### src/rtl/datapath_xyz_if.sv
// Command/data bundle between the operation controller and the X/Y/Z datapath.
// The controller side drives commands and the operand; the datapath side
// returns register contents and status.
interface datapath_xyz_if #(
  parameter int WIDTH = 16
);
  logic [4:0]       Tx;
  logic [4:0]       Ty;
  logic [4:0]       Tz;
  logic [4:0]       Tula;
  logic [WIDTH-1:0] entrada;
  logic [WIDTH-1:0] X;
  logic [WIDTH-1:0] Y;
  logic [WIDTH-1:0] Z;
  logic             carry;
  logic             y_zero;
  logic             z_valid;
  logic             cmd_err;

  modport master (
    output Tx, Ty, Tz, Tula, entrada,
    input  X, Y, Z, carry, y_zero, z_valid, cmd_err
  );

  modport slave (
    input  Tx, Ty, Tz, Tula, entrada,
    output X, Y, Z, carry, y_zero, z_valid, cmd_err
  );
endinterface

### src/rtl/datapath_xyz.sv
// X/Y/Z register datapath. Executes one command set per clock:
// X loads from entrada, Y from the ALU, Z from Y. Provides carry/borrow,
// a Y-is-zero flag, a one-cycle Z-loaded pulse and a sticky illegal-code flag.
module datapath_xyz #(
  parameter int WIDTH = 16
) (
  input  logic           clk,
  input  logic           reset,
  datapath_xyz_if.slave  bus
);

  localparam logic [4:0] CMD_HOLD  = 5'd0;
  localparam logic [4:0] CMD_LOAD  = 5'd1;
  localparam logic [4:0] CMD_CLEAR = 5'd2;
  localparam logic [4:0] CMD_SHR   = 5'd3;
  localparam logic [4:0] CMD_SHL   = 5'd4;

  localparam logic [4:0] ALU_PASS = 5'd0;
  localparam logic [4:0] ALU_ADD  = 5'd1;
  localparam logic [4:0] ALU_SUB  = 5'd2;
  localparam logic [4:0] ALU_AND  = 5'd3;

  // Register command codes above SHL are reserved.
  function automatic logic reg_cmd_legal(input logic [4:0] cmd);
    return (cmd <= CMD_SHL);
  endfunction

  // Next value of a register under a command; reserved codes hold.
  function automatic logic [WIDTH-1:0] reg_op(
    input logic [4:0]       cmd,
    input logic [WIDTH-1:0] cur,
    input logic [WIDTH-1:0] src
  );
    logic [WIDTH-1:0] res;
    case (cmd)
      CMD_HOLD:  res = cur;
      CMD_LOAD:  res = src;
      CMD_CLEAR: res = '0;
      CMD_SHR:   res = {1'b0, cur[WIDTH-1:1]};
      CMD_SHL:   res = {cur[WIDTH-2:0], 1'b0};
      default:   res = cur;
    endcase
    return res;
  endfunction

  logic [WIDTH-1:0] x_r;
  logic [WIDTH-1:0] y_r;
  logic [WIDTH-1:0] z_r;
  logic             carry_r;
  logic             z_valid_r;
  logic             cmd_err_r;

  logic [WIDTH-1:0] alu_res_s;
  logic             alu_cout_s;
  logic             alu_ok_s;
  logic [WIDTH:0]   alu_wide_s;

  logic [WIDTH-1:0] y_next_s;
  logic             carry_next_s;
  logic             illegal_s;

  // ALU on the current (pre-edge) X and Y; the extra bit holds carry or borrow.
  always_comb begin
    alu_wide_s = '0;
    alu_res_s  = y_r;
    alu_cout_s = 1'b0;
    alu_ok_s   = 1'b1;
    case (bus.Tula)
      ALU_PASS: begin
        alu_res_s = x_r;
      end
      ALU_ADD: begin
        alu_wide_s = {1'b0, y_r} + {1'b0, x_r};
        alu_res_s  = alu_wide_s[WIDTH-1:0];
        alu_cout_s = alu_wide_s[WIDTH];
      end
      ALU_SUB: begin
        // Top bit of the widened difference is set exactly when y < x.
        alu_wide_s = {1'b0, y_r} - {1'b0, x_r};
        alu_res_s  = alu_wide_s[WIDTH-1:0];
        alu_cout_s = alu_wide_s[WIDTH];
      end
      ALU_AND: begin
        alu_res_s = y_r & x_r;
      end
      default: begin
        alu_ok_s = 1'b0;
      end
    endcase
  end

  // Y and carry next-state: an illegal ALU select on a Y load freezes both.
  always_comb begin
    y_next_s     = y_r;
    carry_next_s = carry_r;
    case (bus.Ty)
      CMD_LOAD: begin
        if (alu_ok_s) begin
          y_next_s     = alu_res_s;
          carry_next_s = alu_cout_s;
        end else begin
          y_next_s     = y_r;
          carry_next_s = carry_r;
        end
      end
      CMD_CLEAR: begin
        y_next_s     = '0;
        carry_next_s = 1'b0;
      end
      default: begin
        y_next_s     = reg_op(bus.Ty, y_r, alu_res_s);
        carry_next_s = carry_r;
      end
    endcase
  end

  // Any reserved register code, or a reserved ALU select used by a Y load.
  always_comb begin
    illegal_s = !reg_cmd_legal(bus.Tx) || !reg_cmd_legal(bus.Ty) ||
                !reg_cmd_legal(bus.Tz) ||
                ((bus.Ty == CMD_LOAD) && !alu_ok_s);
  end

  // State registers; reset wins over every command in the same cycle.
  always_ff @(posedge clk) begin
    if (reset) begin
      x_r       <= '0;
      y_r       <= '0;
      z_r       <= '0;
      carry_r   <= 1'b0;
      z_valid_r <= 1'b0;
      cmd_err_r <= 1'b0;
    end else begin
      x_r       <= reg_op(bus.Tx, x_r, bus.entrada);
      y_r       <= y_next_s;
      z_r       <= reg_op(bus.Tz, z_r, y_r);
      carry_r   <= carry_next_s;
      z_valid_r <= (bus.Tz == CMD_LOAD);
      cmd_err_r <= cmd_err_r | illegal_s;
    end
  end

  assign bus.X       = x_r;
  assign bus.Y       = y_r;
  assign bus.Z       = z_r;
  assign bus.carry   = carry_r;
  assign bus.y_zero  = (y_r == '0);
  assign bus.z_valid = z_valid_r;
  assign bus.cmd_err = cmd_err_r;

endmodule

### src/flat_wrapper.sv
// flat-port wrapper written by rule: the top's interface ports become plain ports
module datapath_xyz_flat 
#(
  parameter int WIDTH = 16
)
  (clk, reset, bus_Tx, bus_Ty, bus_Tz, bus_Tula, bus_entrada, bus_X, bus_Y, bus_Z, bus_carry, bus_y_zero, bus_z_valid, bus_cmd_err);
  datapath_xyz_if #(.WIDTH(WIDTH)) bus_i ();
  input  logic clk;
  input  logic reset;
  input wire logic [$bits(bus_i.Tx)-1:0] bus_Tx;
  input wire logic [$bits(bus_i.Ty)-1:0] bus_Ty;
  input wire logic [$bits(bus_i.Tz)-1:0] bus_Tz;
  input wire logic [$bits(bus_i.Tula)-1:0] bus_Tula;
  input wire logic [$bits(bus_i.entrada)-1:0] bus_entrada;
  output wire logic [$bits(bus_i.X)-1:0] bus_X;
  output wire logic [$bits(bus_i.Y)-1:0] bus_Y;
  output wire logic [$bits(bus_i.Z)-1:0] bus_Z;
  output wire logic [$bits(bus_i.carry)-1:0] bus_carry;
  output wire logic [$bits(bus_i.y_zero)-1:0] bus_y_zero;
  output wire logic [$bits(bus_i.z_valid)-1:0] bus_z_valid;
  output wire logic [$bits(bus_i.cmd_err)-1:0] bus_cmd_err;
  assign bus_i.Tx = bus_Tx;
  assign bus_i.Ty = bus_Ty;
  assign bus_i.Tz = bus_Tz;
  assign bus_i.Tula = bus_Tula;
  assign bus_i.entrada = bus_entrada;
  assign bus_X = bus_i.X;
  assign bus_Y = bus_i.Y;
  assign bus_Z = bus_i.Z;
  assign bus_carry = bus_i.carry;
  assign bus_y_zero = bus_i.y_zero;
  assign bus_z_valid = bus_i.z_valid;
  assign bus_cmd_err = bus_i.cmd_err;
  datapath_xyz #(.WIDTH(WIDTH)) u_core (.clk(clk), .reset(reset), .bus(bus_i));
endmodule
### config.mk
export PLATFORM = sky130hd
export DESIGN_NAME = datapath_xyz_flat
export DESIGN_NICKNAME = d
export VERILOG_FILES = /design/src/rtl/datapath_xyz_if.sv /design/src/rtl/datapath_xyz.sv /design/src/flat_wrapper.sv
export SDC_FILE = /design/constraint.sdc
export NUM_CORES = 1
export LEC_CHECK = 0
export BUFFER_PORTS_ARGS = -buffer_cell sky130_fd_sc_hd__buf_4
export CAP_MARGIN = 20
export CORE_AREA = 2 2 103 85
export DETAILED_ROUTE_END_ITERATION = 10
export DIE_AREA = 0 0 105 87
export GPL_ROUTABILITY_DRIVEN = 0
export MAX_ROUTING_LAYER = met4
export PLACE_DENSITY_LB_ADDON = 0.15
export SLEW_MARGIN = 20
export SYNTH_ARGS = -nofsm -noshare
export SYNTH_HDL_FRONTEND = slang
export SYNTH_SLANG_ARGS = --single-unit
### constraint.sdc
create_clock -name clk -period 2.9 [get_ports clk]
set_input_delay 0.29 -clock clk [delete_from_list [all_inputs] [get_ports clk]]
set_output_delay 0.29 -clock clk [all_outputs]
set_load 0.05 [all_outputs]
==> impl_metrics.csv <==
group,metric,value,unit
timing,hold_viol,0,
critical_path,crit_buf_inv,1,
critical_path,path_common_cell,"a211oi_1",
yosys,ys_warn_count,0,
timing,max_slew_margin,0.5180,
critical_path,path_class,"register to register",
yosys,synth_edf_count,0,
pwr,p_sw,783.5,uW
status,status,"finished, final reports clean",
floorplan,die-area,9135,um2
placement,dpl.hpwl,12210,um
timing,fin_crit_sh,0.9641,
timing,finalSetupViolations,0,
floorplan,die_y,87,um
drt,routed.top_layer,"met4",
timing,hold_ws,0.2865,ns
timing,max_freq,357.7,MHz
pwr,irDropWorstVdd,0.2317,mV
yosys,synth_top_area_frac,0.2242,
timing,worst_slew_pin_slew,0.7181,ns
yosys,synth_top_flop_cell,"dfxtp_1",
global_routing,overflow,0,
floorplan,ios,90,
layout,final_cell_mix,"buf_4 (141), nor2_1 (74), dfxtp_1 (44)",
layout,num-fill-cells,680,
global_routing,grt_pass1_vias,4926,
floorplan,core,8183,um2
floorplan,fp-row-count,30,
drt,wl,16450,um
drt,vias,5561,
timing,fin_crit,2.796,ns
layout,num-nets-final,761,
clock_network,cts_max_level,2,
yosys,netlist.top_cell.by_area,"dfxtp_1",
clock_network,cts_tree,"built",
drt,dr.pass1.iters,10,
yosys,yosysSeqAreaShare,0.2242,
critical_path,critPathCaptureType,"register",
pwr,power-per-cell-area,360.0,nW/um2
pwr,swShare,0.3779,
clock_network,clkTransAtPathRegs,0.10,ns
placement,portBuffers,89,
drt,post_drt_wl_per_cell,20.51,um
drt,drt_iter0_markers,998,
critical_path,slowest_stage,"fa_1",
drt,drc_errors,0,
critical_path,cp_cell_sequence,"inv_1, ha_1, fa_1, nor2b_2, o2111ai_1, a31oi_1, nor2_1, a211oi_1, o21ai_0, a222oi_1, a211oi_1",
critical_path,worst_setup_path_start_kind,"register",
drt,met3_length,2293,um
yosys,async_flop_share,0,
floorplan,start_util,0.5564,
min_path,hp-class,"input port to register",
timing,slew_viol_final,0,
clock_network,cts-root-buf,"clkbuf_8",
pwr,pwr-share-comb,0.376,
timing,skew,0.01500,ns
yosys,syn_area,4553,um2
pwr,p_int,1290,uW
timing,rsz0062_at_grt,"true",
critical_path,crit_family,"compound AO/OA/AOI/OAI gates",
global_routing,grt_pass1_wl,25450,um
clock_network,cts.sinks,51,
yosys,syn_nets,657,
critical_path,critical-path-max-stage-delay,0.42,ns
layout,n_antenna_cell,0,
critical_path,cp.arrival,2.97,ns
layout,synthToLayoutAreaGrowth,26.49,%
layout,drive_gt1_frac,0.2754,
yosys,synthTopCellsByArea,"dfxtp_1 (22%), ha_1 (8.8%), a222oi_1 (7.0%), nor2_1 (6.2%), a211oi_1 (4.5%)",
critical_path,worstPathRequired,3.08,ns
global_routing,track_usage,0.3565,
global_routing,grt_antenna_before_repair,0,
global_routing,grt_max_degree,51,
pwr,power,2074,uW
drt,drtAntennaViolNets,0,
floorplan,die_width,105,um
drt,met1_length,6493,um
layout,final_common_cell,"buf_4",
pwr,p_clk_frac,0.257,
pwr,total_leakage_power,0.002404,uW
yosys,syn_area_per_cell,7.783,um2
yosys,synth-seq-cells,51,
job,maxCapViolations,0,
yosys,ys_types,69,
pwr,p_seq_frac,0.367,
clock_network,clk_path_buf_depth,2,
drt,routed-wl-met2,7204,um
clock_network,clk_latency,0.32,ns
clock_network,cts_buffers,5,
drt,viasPerCell,6.934,
critical_path,path_max_fanout,3,
yosys,syn_inst,585,
[Yosys cell counts, types with 6 or more instances]
cell type	instances
nor2_1	75
dfxtp_1	51
inv_1	37
clkbuf_1	34
a222oi_1	32
ha_1	32
a21oi_1	31
a211oi_1	27
o21ai_0	27
nand2_1	26
mux2_2	16
nor3_1	15
a221oi_1	9
a22oi_1	9
nor4_1	9
a221o_1	7
buf_2	7
nand2b_1	7
or3_1	7
xnor2_1	7
a31oi_1	6
nor2b_1	6
xor2_1	6
[through the flow]
stage          instances  TNS (ns)  setup WS [ns]  instance area [um2]    util
6_report             802         0         0.1042                 5759  0.7038
5_1_grt              802  -0.03193       -0.02680                 5759  0.7038
4_1_cts              802         0        0.01930                 5703  0.6969
3_5_place_dp         792  -0.08093       -0.07951                 5575  0.6813
3_3_place_gp         792         0        0.07327                 5575  0.6813
2_1_floorplan        585         0        0.01399                 4561       -
[power groups by stage]
stage          combinational [uW]  sequential, uW  clock, uW
6_report                      780             762        532
5_1_grt                       830             765        553
4_1_cts                       751             759        536
3_5_place_dp                  748             776          0
3_3_place_gp                  730             774          0
2_1_floorplan                 395             869          0
[state kept, by name, indices dropped and copies added (netlist names)]
name,cells
u_core.bus.carry,1
u_core.bus.Z,16
u_core.bus.z_valid,1
u_core.bus.cmd_err,1
u_core.bus.Y,16
u_core.bus.X,16
[worst min-delay path, stage by stage]
cell and delay (ns):
buf_4 0.08, a221oi_1 0.07, nor3_1 0.11
[cell families after synthesis]
family	count (synthesis)	share of synthesized area
AOI/OAI and AO/OA	215	0.3594
buffers and inverters	81	0.07035
and+or+nand+nor	174	0.1825
muxes	17	0.04177
xor gates and xnor gates	13	0.02501
adders and majority gates	34	0.09673
DFF	51	0.2242
[area by class of cell]
cell class / count / area (um2) / area share
Multi-Input combinational cell: 453 / 3281 / 0.5696
Timing Repair Buffer: 141 / 1059 / 0.1838
Sequential cell: 51 / 1030 / 0.1788
Tap cell: 112 / 140.1 / 0.02433
Inverter: 37 / 138.9 / 0.02411
Clock buffer: 6 / 72.57 / 0.01260
Clock inverter: 2 / 38.79 / 0.006735
[metal layers]
layer  track usage  up-vias
li1              -     2480
met1        0.4734     2591
met2        0.5354      432
met3       0.08901       58
met4        0.1127        0
met5             -        -
[path summary, 6_finish.rpt]
| kind | startpoint | end | slack, ns | cells after the start |
|---|---|---|---|---|
| hold reg to reg | u_core.bus.Z[15] | u_core.bus.Z[15] | 0.50 | 2 |
| hold / removal | bus_entrada[0] | u_core.bus.X[0] | 0.29 | 3 |
| setup reg to reg | u_core.bus.Y[0] | u_core.bus.Y[8] | 0.10 | 11 |
| setup / recovery | u_core.bus.Y[0] | u_core.bus.Y[8] | 0.10 | 11 |
[repair_timing]
action	CTS	global route
buffers inserted	2	0
hold buffers	0	0
gates resized for setup	1	14
setup endpoints to repair	2	7
cloned	0	0
pin swaps	2	2
(Power assumes the default switching activity.)
